==> src/rtl/fetch_unit.sv <==
// Instruction fetch stage: owns the PC, reads instruction memory over a req/resp handshake
// and holds the registered instruction until the consumer accepts it. Option: FETCH_MISALIGN_TRAP_EN.
module fetch_unit #(
    parameter int unsigned     XLEN     = 32,
    parameter logic [XLEN-1:0] RESET_PC = '0
) (
    input  logic            clk,
    input  logic            rst,
    // instruction memory
    output logic            imem_req,
    output logic [XLEN-1:0] imem_addr,
    input  logic            imem_ready,
    input  logic            imem_rvalid,
    input  logic [31:0]     imem_rdata,
    // decode-side handshake
    output logic            instr_valid,
    input  logic            instr_ready,
    output logic [31:0]     instr,
    output logic [6:0]      op,
    output logic [2:0]      funct3,
    output logic [6:0]      funct7,
    output logic [XLEN-1:0] pc,
    output logic [XLEN-1:0] pc_plus4,
`ifdef FETCH_MISALIGN_TRAP_EN
    output logic            misalign_fault,
`endif
    input  logic            redirect,
    input  logic [XLEN-1:0] redirect_target
);

    localparam logic [31:0] Nop = 32'h0000_0013;

`ifdef FETCH_MISALIGN_TRAP_EN
    typedef enum logic [2:0] {StIdle, StReq, StWait, StHold, StFault} state_e;
`else
    typedef enum logic [1:0] {StIdle, StReq, StWait, StHold} state_e;
`endif

    state_e          state_q;
    logic [XLEN-1:0] pc_q;
    logic [31:0]     instr_q;
    logic            imem_req_q;
    logic            instr_valid_q;
    logic [XLEN-1:0] pc_plus4_w;
    logic [XLEN-1:0] sel_pc;
    logic [XLEN-1:0] next_pc;

    assign pc_plus4_w = pc_q + XLEN'(32'd4);
    assign sel_pc     = redirect ? redirect_target : pc_plus4_w;

`ifdef FETCH_MISALIGN_TRAP_EN
    logic fault_q;
    logic misaligned;

    // A misaligned target is kept verbatim so the trap handler can see it.
    assign next_pc        = sel_pc;
    assign misaligned     = |sel_pc[1:0];
    assign misalign_fault = fault_q;
`else
    assign next_pc = sel_pc & ~XLEN'(32'd3);
`endif

    always_ff @(posedge clk or posedge rst) begin
        if (rst) begin
            state_q       <= StIdle;
            pc_q          <= RESET_PC;
            instr_q       <= Nop;
            imem_req_q    <= 1'b0;
            instr_valid_q <= 1'b0;
`ifdef FETCH_MISALIGN_TRAP_EN
            fault_q       <= 1'b0;
`endif
        end else begin
            unique case (state_q)
                StIdle: begin
                    state_q    <= StReq;
                    imem_req_q <= 1'b1;
                end
                StReq: begin
                    if (imem_ready) begin
                        imem_req_q <= 1'b0;
                        if (imem_rvalid) begin
                            instr_q       <= imem_rdata;
                            instr_valid_q <= 1'b1;
                            state_q       <= StHold;
                        end else begin
                            state_q <= StWait;
                        end
                    end
                end
                StWait: begin
                    if (imem_rvalid) begin
                        instr_q       <= imem_rdata;
                        instr_valid_q <= 1'b1;
                        state_q       <= StHold;
                    end
                end
                StHold: begin
                    // instr_valid is high throughout HOLD, so instr_ready alone is the handshake.
                    if (instr_ready) begin
                        instr_valid_q <= 1'b0;
                        pc_q          <= next_pc;
`ifdef FETCH_MISALIGN_TRAP_EN
                        if (misaligned) begin
                            fault_q <= 1'b1;
                            state_q <= StFault;
                        end else begin
                            imem_req_q <= 1'b1;
                            state_q    <= StReq;
                        end
`else
                        imem_req_q <= 1'b1;
                        state_q    <= StReq;
`endif
                    end
                end
`ifdef FETCH_MISALIGN_TRAP_EN
                StFault: begin
                    state_q <= StFault;
                end
`endif
                default: begin
                    state_q       <= StIdle;
                    imem_req_q    <= 1'b0;
                    instr_valid_q <= 1'b0;
                end
            endcase
        end
    end

    assign imem_req    = imem_req_q;
    assign imem_addr   = pc_q;
    assign instr_valid = instr_valid_q;
    assign instr       = instr_q;
    assign op          = instr_q[6:0];
    assign funct3      = instr_q[14:12];
    assign funct7      = instr_q[31:25];
    assign pc          = pc_q;
    assign pc_plus4    = pc_plus4_w;

endmodule

==> config.mk <==
export PLATFORM = sky130hd
export DESIGN_NAME = fetch_unit
export DESIGN_NICKNAME = d
export VERILOG_FILES = /design/src/rtl/fetch_unit.sv
export SDC_FILE = /design/constraint.sdc
export NUM_CORES = 1
export LEC_CHECK = 0
export BUFFER_PORTS_ARGS = -buffer_cell sky130_fd_sc_hd__buf_4
export CELL_PAD_IN_SITES_DETAIL_PLACEMENT = 0
export CELL_PAD_IN_SITES_GLOBAL_PLACEMENT = 2
export CORE_MARGIN = 2
export CORE_UTILIZATION = 26
export CTS_CLUSTER_SIZE = 16
export DETAILED_ROUTE_END_ITERATION = 8
export GPL_ROUTABILITY_DRIVEN = 1
export PLACE_DENSITY_LB_ADDON = 0.3
export SETUP_SLACK_MARGIN = 0.3
export SYNTH_ARGS = -nofsm -noshare
export SYNTH_HDL_FRONTEND = slang
export SYNTH_SLANG_ARGS = --single-unit
export TNS_END_PERCENT = 30
==> constraint.sdc <==
create_clock -name clk -period 2.03 [get_ports clk]
set_input_delay 0.203 -clock clk [delete_from_list [all_inputs] [get_ports clk]]
set_output_delay 0.203 -clock clk [all_outputs]
set_load 0.01 [all_outputs]
==> results of run 1 <==
placed cells by master (no fill, tap or decap), types with 4 or more instances in the layout:
master,count
a21oi_1,16
a22oi_1,5
a311o_1,4
and3_1,16
and3_4,4
and4_4,4
buf_4,268
buf_6,24
clkbuf_16,9
clkinvlp_4,4
conb_1,6
dfrtp_1,55
dfrtp_2,8
inv_1,13
mux2_2,33
nand2_1,23
nand3_1,13
nand4_1,18
nor2_1,5
nor3_1,9
o211ai_1,6
o21ai_0,19
or3_1,4
xnor2_1,10
xnor2_2,10
xor2_1,7
cells by family (layout without fill, tap and decap cells):
group / Yosys count / in the layout / synth area share [%]
XOR/XNOR: 27 / 27 / 5.389
adder cells (fa/ha/maj): 6 / 6 / 1.711
multiplexers: 36 / 36 / 9.153
other: 1 / 6 / 0.08546
flip-flops: 66 / 66 / 37.72
AND/OR/NAND/NOR: 132 / 132 / 18.51
AO/OA/AOI/OAI: 83 / 83 / 12.86
buffers and inverters: 106 / 328 / 14.57
synthesized netlist by cell type, types with 3 or more instances:
library cell  number  area, sq um
and3_1            20        125.1
dfrtp_1           63         1577
clkbuf_1          14        52.55
o31ai_1            3        22.52
nor3_1            12        60.06
a41o_1             3        30.03
mux2i_1            3        30.03
o2bb2ai_1          3        26.28
mux2_2            33        371.6
ha_1               6        75.07
buf_2             14        70.07
inv_1             17        63.81
nand3_1           15        75.07
xor2_1             7        61.31
dfstp_2            3        78.83
buf_4             55        412.9
a311o_1            4        40.04
o21ai_0           20        100.1
nor2_1             7        26.28
xnor2_1           20        175.2
and4_1             6        52.55
or3_1              4        25.02
a211o_1            3        26.28
nand4_1           18        112.6
a21oi_1           18        90.09
a22oi_1            5        37.54
and2_1             5        31.28
nand2_1           27        101.4
o211ai_1           6        45.04
path summary, 6_finish.rpt:
path	from	endpoint	slack (ps)	depth (start not counted)
worst max-delay path	imem_addr[2]$_DFFE_PP0P_	pc_plus4[31]	-140	8
worst min-delay path	rst	instr[31]$_DFFE_PP0P_	20	2
worst max register to register	imem_addr[3]$_DFFE_PP0P_	imem_addr[25]$_DFFE_PP0P_	220	9
worst min register to register	instr[19]$_DFFE_PP0P_	instr[19]$_DFFE_PP0P_	510	1
max in group asynchronous	rst	imem_addr[3]$_DFFE_PP0P_	1350	3
min in group clk	imem_rdata[29]	instr[29]$_DFFE_PP0P_	100	2
power groups by stage:
stage                     clock, mW  sequential (mW)  combinational [mW]
after floorplan                   0             2.90                3.33
after global placement            0             2.58                6.21
after detailed placement          0             2.61                6.25
after CTS                      1.46             2.61                6.55
after global routing           1.51             2.73                7.36
final                          1.41             2.63                6.79
stage by stage:
stage | hold WS (ps) | setup TNS, ps | cells | worst slack [ps] | cell area, sq um
final | 20.98 | -879.6 | 904 | -137.6 | 7000
after global routing | 82.51 | -2539 | 904 | -237.7 | 7000
after global placement | 385.3 | 0 | 851 | 134.4 | 6100
after detailed placement | 400.5 | 0 | 851 | 95.86 | 6100
after floorplan | 345.9 | 0 | 462 | 218.3 | 4461
after CTS | 38.96 | -991.4 | 889 | -141.3 | 6665
final cells by class:
class                      instances  area share, %
clock inverter                     7         0.6613
timing repair buffer             295          33.46
tap                              220          3.932
clock buffer                       9          3.217
inverter                          17         0.9651
multi-input combinational        290          33.98
sequential                        66          23.79
state kept, by name (all words and copies together), names as in the netlist:
register	flops
instr	32
imem_req	1
state_q	2
imem_addr	30
instr_valid	1
what timing repair did:
action	CTS	global route
pin swaps	15	34
buffers inserted	21	15
resized for setup	34	53
gates cloned	1	0
setup endpoints to repair	37	84
routing by layer:
metal  share of wire, %  GRT usage (%)
met3                6.4          2.986
met5                  0              0
met1                 44          20.07
met2                 49          26.44
met4                1.1          4.433
==> out/metrics.yaml, run 1 <==
status: "finished, violations left"
violations: "negative setup slack"
p_comb_share_pct: 62.7
cp-end-kind: "primary output"
grt_pass1_wl_mm: 22.16
multi_input_area_sq_um: 2379
cellLeakagePower_nw: 3.300
numCtsBuffers: 9
die_area_sq_um: 17930
drv_cap: 0
synth_cell_type_count: 59
synth-async-reset-ratio_pct: 100.0
p_sw_share_pct: 40.16
fp.coreArea_sq_um: 16520
h-tree-depth: 3
cts_tree: "built"
start_util_pct: 26.55
tightest_slew_ps: 811.0
final.min_clock_period_ps: 2168
skew_ps: 6.085
wl_mm: 14.36
ir_drop_mv: 0.5730
gr-total-overflow: 0
initialDrtViolationCount: 178
track_usage_pct: 15.53
seq_area_frac_synth_pct: 37.72
area.growth.synth_to_final_pct: 59.54
insertion_delay_ps: 330
max_stage_delay_ps: 400
p_per_area_nw_per_um2: 1546
numPortBuffers: 208
synth-seq-cells: 66
worstPathArrival_ps: 1960
ios: 217
cts_buffer_depth: 2
internal-power_mw: 6.477
required_ps: 1830
critPathMaxFanout: 7
synth_edf_count: 0
syn_area_sq_um: 4388
hpwlAfterDp_mm: 10.42
hp-class: "in2async"
root_buffer: "clkbuf_16"
critPathKind: "reg2out"
setup_viol: 12
syn_avg_cell_area_sq_um: 9.602
via_per_inst: 4.713
grt_pass1_vias: 4277
cp_top_family: "buffers and inverters"
crit_chain: "buf_6 -> nand4_1 -> buf_4 -> nor4_4 -> buf_6 -> and3_4 -> xnor2_2 -> buf_4"
grt_start_max_net_pins: 38
yosysWarnings: 0
finalHoldViolations: 0
postRouteAntennaNets: 0
start_kind: "register"
synth-main-ff-cell: "dfrtp_1"
fillers: 1666
ctsHoldBuffers: 0
first_pass_iters: 4
rsz0062_at_grt: "true"
finalPower_mw: 10.82
crit_slowest_cell: "dfrtp_2"
seqPwrFrac_pct: 24.3
period_share_pct: 106.8
fin_ws_ps: -137.6
die_h_um: 133.9
antenna_cells: 0
numClockSinks: 66
die_w_um: 133.9
synthCells: 457
worst-path-buf-inv: 4
gp_congestion: 0.7766
net-switching-power_mw: 4.346
clk_pin_slew_ps: 60
remaining_drc_errors: 0
pwr-share-clk_pct: 13.0
utilization_pct: 42.36
avgRoutedWirePerCell_um: 15.88
num_vias: 4261
nets: 755
layout-drive-gt1-share_pct: 59.50
slew_viol_final: 0
register_area_sq_um: 1665
rows: 47
fmax_mhz: 461.3
antenna_found_initial: 0
relSlewSlack_pct: 45.82
(Power assumes the default switching activity.)
==> run 2: changes to the inputs <==
==> constraint.sdc (replaced) <==
create_clock -name clk -period 2.03 [get_ports clk]
set_input_delay 0.203 -clock clk [delete_from_list [all_inputs] [get_ports clk]]
set_output_delay 0.203 -clock clk [all_outputs]
set_load 0.1 [all_outputs]
==> out/metrics.yaml, run 2 (synthesized netlist as in run 1, its figures left out) <==
status: "finished, violations left"
violations: "negative setup slack"
die_w_um: 133.9  # unchanged
grt_start_max_net_pins: 41  # +7.9%
tns_ps: -4436  # -3557 ps
design_area_sq_um: 8123  # +16%
drv_cap: 0  # unchanged
hp-class: "in2reg"
start_kind: "register"
gr-total-overflow: 0  # unchanged
initialDrtViolationCount: 155  # -13%
pre_cts_ws_ps: -150.4  # -246.3 ps
tightest_slew_ps: 617.6  # -193.4 ps
layout-drive-gt1-share_pct: 66.10  # +6.6 points
rows: 47  # unchanged
num_vias: 4387  # +3.0%
numCtsBuffers: 9  # unchanged
worstPathArrival_ps: 2160  # +200 ps
final.min_clock_period_ps: 2364  # +196.2 ps
critPathMaxFanout: 5  # -2
relSlewSlack_pct: 58.78  # +13 points
numPortBuffers: 208  # unchanged
clk_pin_slew_ps: 60  # about the same
cp-end-kind: "primary output"
die_area_sq_um: 17930  # unchanged
required_ps: 1830  # about the same
fmax_mhz: 423.1  # -8.3%
area.growth.synth_to_final_pct: 85.12
fillers: 1485  # -11%
numClockSinks: 66  # unchanged
postRouteAntennaNets: 0  # unchanged
skew_ps: 11.71  # +5.625 ps
gp_congestion: 0.8163  # +5.1%
slew_viol_final: 0  # unchanged
hpwlAfterDp_mm: 11.18  # +7.3%
root_buffer: "clkbuf_16"
mostFrequentLayoutCells: "buf_4, dfrtp_1, mux2_4"
track_usage_pct: 16.62  # +1.1 points
ios: 217  # unchanged
insertion_delay_ps: 330  # about the same
wl_mm: 15.39  # +7.2%
rsz0062_at_grt: "true"
critPathKind: "reg2out"
antenna_found_initial: 0  # unchanged
finalHoldViolations: 0  # unchanged
grt_pass1_vias: 4336  # +1.4%
cts_buffer_depth: 2  # unchanged
via_per_inst: 4.758  # +0.95%
use_met3_pct: 3.175  # +0.19 points
grt_use_met2_pct: 27.49  # +1.1 points
fp.coreArea_sq_um: 16520  # unchanged
largest_reg_flops: 32  # unchanged
antenna_cells: 0  # unchanged
avgRoutedWirePerCell_um: 16.69  # +5.1%
met1_usage_pct: 21.42  # +1.3 points
start_util_pct: 26.55  # unchanged
nets: 773  # +2.4%
cts_tree: "built"
h-tree-depth: 3  # unchanged
setup_viol: 24  # +12
fin_ws_ps: -333.8  # -196.2 ps
post_dp_cell_area_sq_um: 6788  # +11%
remaining_drc_errors: 0  # unchanged
first_pass_iters: 4  # unchanged
grt_pass1_wl_mm: 23.49  # +6.0%
period_share_pct: 116.4  # +9.7 points
grt-busiest-layer: "met2"
final_common_cell: "buf_4"
die_h_um: 133.9  # unchanged
-- run 2: changes by cell type in the layout (fill, tap and decap cells not counted), sizes merged --
cell | before | now
clkinvlp | 4 | 0
bufinv | 0 | 2
buf | 295 | 312
dlygate4sd3 | 0 | 1
inv | 16 | 18
-- run 2: worst max-delay path, cell delays in order (launching register included) --
cell,delay [ps]
dfrtp_2,390
ha_4,140
nand4_1,160
nor4_4,290
buf_12,170
nand4_1,230
xnor2_4,260
buf_12,190
-- run 2: metal layers --
layer | wire length (um) | vias up
li1 | - | 2073
met1 | 6636 | 2118
met2 | 7472 | 172
met3 | 911 | 24
met4 | 371 | 0
met5 | 0 | -
-- run 2: worst paths after layout --
path | start | endpoint | slack, ps | depth (start not counted)
worst min register to register | instr[8]$_DFFE_PP0P_ | instr[8]$_DFFE_PP0P_ | 510 | 1
worst min-delay path | imem_rdata[16] | instr[16]$_DFFE_PP0P_ | 100 | 2
worst max-delay path | imem_addr[2]$_DFFE_PP0P_ | pc_plus4[30] | -330 | 7
max in group asynchronous | rst | imem_addr[4]$_DFFE_PP0P_ | 910 | 4
worst max register to register | imem_addr[2]$_DFFE_PP0P_ | imem_addr[30]$_DFFE_PP0P_ | 80 | 8
min in group asynchronous | rst | instr[31]$_DFFE_PP0P_ | 490 | 3
-- run 2: layout make-up --
| cell class | instances | area [sq um] | area share (%) |
|---|---|---|---|
| Multi-Input combinational cell | 290 | 2914 | 35.87 |
| Sequential cell | 66 | 1693 | 20.84 |
| Tap cell | 220 | 275.3 | 3.389 |
| Timing Repair Buffer | 313 | 2850 | 35.09 |
| Inverter | 17 | 65.06 | 0.8010 |
| Clock inverter | 7 | 100.1 | 1.232 |
| Clock buffer | 9 | 225.2 | 2.773 |
-- run 2: what timing repair did --
item / in CTS / in global routing
endpoints found under the setup margin: 57 / 76
resized for setup: 116 / 65
hold buffers: 1 / 0
buffers inserted: 17 / 13
hold endpoints to repair: 32 / 0
pin swaps: 27 / 28
cloned: 2 / 0
-- run 2: through the flow --
stage          hold WS, ps  utilization, %  instances
2_1_floorplan        354.7               -        462
3_3_place_gp         292.2           41.08        873
3_5_place_dp         309.9           41.08        873
4_1_cts              80.58           46.99        909
5_1_grt              88.61           49.16        922
6_report             98.97           49.16        922
Power of run 2 is left out: the tool's default activity adds up to more than one toggle a clock period on the data nets, which glitch-free logic cannot reach.
==> run 3: changes to the inputs <==
--- a/config.mk
+++ b/config.mk
@@ -8,9 +8,9 @@
 export BUFFER_PORTS_ARGS = -buffer_cell sky130_fd_sc_hd__buf_4
 export CELL_PAD_IN_SITES_DETAIL_PLACEMENT = 0
 export CELL_PAD_IN_SITES_GLOBAL_PLACEMENT = 2
+export CORE_ASPECT_RATIO = 0.6
 export CORE_MARGIN = 2
 export CORE_UTILIZATION = 26
-export CTS_CLUSTER_SIZE = 16
 export DETAILED_ROUTE_END_ITERATION = 8
 export GPL_ROUTABILITY_DRIVEN = 1
 export PLACE_DENSITY_LB_ADDON = 0.3
==> constraint.sdc (replaced) <==
create_clock -name clk -period 2.5 [get_ports clk]
set_input_delay 0.25 -clock clk [delete_from_list [all_inputs] [get_ports clk]]
set_output_delay 0.25 -clock clk [all_outputs]
set_load 0.1 [all_outputs]
==> out/metrics.yaml, run 3 (synthesized netlist as in run 1, its figures left out) <==
status: "complete, no violations"
grt_start_max_net_pins: 38  # -7.3%
final.min_clock_period_ps: 2454
mostFrequentLayoutCells: "buf_4, dfrtp_1, mux2_2"
start_util_pct: 26.84  # +0.28 points
skew_ps: 7.973  # -3.737 ps
initialDrtViolationCount: 155  # unchanged
drv_cap: 0  # unchanged
worst-path-buf-inv: 2  # unchanged
cts_buffer_depth: 2  # unchanged
worstPathArrival_ps: 2200  # +40 ps
max_stage_delay_ps: 410  # +20 ps
remaining_drc_errors: 0  # unchanged
antenna_found_initial: 0  # unchanged
setup_viol: 0  # -100%
die_w_um: 171.7  # +28%
layout-drive-gt1-share_pct: 61.08  # -5.0 points
reg2reg_to: "imem_addr[20]$_DFFE_PP0P_"
rsz0062_at_grt: "true"
gr-total-overflow: 0  # unchanged
clk_pin_slew_ps: 60  # about the same
gp_congestion: 0.7668  # -6.1%
avgRoutedWirePerCell_um: 16.91  # +1.3%
cp_top_family: "simple AND/OR/NAND/NOR gates"
wl_mm: 15.15  # -1.5%
critPathMaxFanout: 5  # unchanged
track_usage_pct: 16.79  # +0.18 points
finalHoldViolations: 0  # unchanged
h-tree-depth: 3  # unchanged
rows: 36  # -23%
r2r_cells: 6  # -2
cp_common_cell: "nand4_1"
fmax_mhz: 407.5
cts_tree: "built"
final_common_cell: "buf_4"
ctsHoldBuffers: 0  # -1
period_share_pct: 98.15
cp-end-kind: "primary output"
fp.coreArea_sq_um: 16350  # -1.1%
hpwlAfterDp_mm: 10.85  # -2.9%
fillers: 1575  # +6.1%
grt_pass1_wl_mm: 23.48  # about the same
num_vias: 4160  # -5.2%
start_kind: "register"
required_ps: 2250  # +420 ps
die_area_sq_um: 17970  # +0.19%
numPortBuffers: 208  # unchanged
insertion_delay_ps: 330  # about the same
nets: 741  # -4.1%
largest_reg_flops: 32  # unchanged
grt_pass1_vias: 4129  # -4.8%
postRouteAntennaNets: 0  # unchanged
first_pass_iters: 4  # unchanged
antenna_cells: 0  # unchanged
hp-class: "in2async"
via_per_inst: 4.643  # -2.4%
tightest_slew_ps: 820.6  # +202.9 ps
placedCellCount: 833  # -4.6%
ff2ff_setup_slack_ps: 580  # +500 ps
root_buffer: "clkbuf_16"
relSlewSlack_pct: 45.22  # -14 points
r2r_start: "imem_addr[2]$_DFFE_PP0P_"
slew_viol_final: 0  # unchanged
final_cells: 896  # -2.8%
critPathKind: "reg2out"
ios: 217  # unchanged
numClockSinks: 66  # unchanged
crit_slowest_cell: "dfrtp_2"
numCtsBuffers: 9  # unchanged
die_h_um: 104.6  # -22%
crit_chain: "ha_4 -> nand4_1 -> nor4_4 -> buf_6 -> nand4_1 -> xnor2_4 -> buf_12"
area.growth.synth_to_final_pct: 66.50
## run 3: changes by cell type in the layout (fill, tap and decap cells not counted), sizes merged
cell	delta
buf	-31
clkinv	-3
clkbuf	+2
dlygate4sd3	-1
inv	-1
## run 3: how the worst max path moves through the flow
| stage | from | endpoint | slack, ps | cells after the start |
|---|---|---|---|---|
| 3_3_place_gp | imem_addr[2]$_DFFE_PP0P_ | pc_plus4[28] | 160 | 7 |
| 3_5_place_dp | imem_addr[2]$_DFFE_PP0P_ | pc_plus4[28] | 90 | 7 |
| 2_1_floorplan | imem_addr[3]$_DFFE_PP0P_ | pc_plus4[28] | -240 | 6 |
| 6_report | imem_addr[2]$_DFFE_PP0P_ | pc_plus4[30] | 50 | 7 |
| 5_1_grt | imem_addr[2]$_DFFE_PP0P_ | pc_plus4[30] | -80 | 7 |
| 4_1_cts | imem_addr[2]$_DFFE_PP0P_ | pc_plus4[30] | 40 | 7 |
## run 3: metrics by stage
stage               worst slack (ps)  hold slack [ps]  cell area, sq um  setup TNS [ps]  util, %
CTS                            39.28            107.6              7082               0    43.31
finish                         46.13            77.20              7306               0    44.68
floorplan                     -236.0            401.7              4888           -2024        -
detailed placement             85.70            465.6              6301               0    38.54
global placement               164.2            456.0              6301               0    38.54
global route                  -80.69            137.1              7306          -114.3    44.68
## run 3: area by class of cell
cell class,count,area [sq um],area share (%)
tap,228,285.3,3.905
multi-input combinational,290,2606,35.67
sequential,66,1687,23.09
clock inverter,3,65.06,0.8906
inverter,17,63.81,0.8734
clock buffer,11,242.7,3.322
timing repair buffer,281,2356,32.25
## run 3: layer usage
metal	global-route usage (%)	up-vias	wire [um]
li1	-	1993	-
met1	23.66	2030	7104
met2	25.30	122	6842
met3	4.848	15	1056
met4	3.814	0	150
met5	0	-	0
## run 3: timing repair
item,4_1_cts,5_1_grt
buffers inserted,45,3
setup endpoints to repair,24,24
gates cloned,1,0
gates resized for setup,32,48
pin swaps,13,15
## run 3: worst reg2reg max path, cell delays in order, from the launching register on
cell and delay, ps:
dfrtp_2 410, ha_4 160, and4_2 280, nand4_1 250
buf_4 260, or3_1 370, o211ai_1 100
Power of run 3 is left out for the same reason.
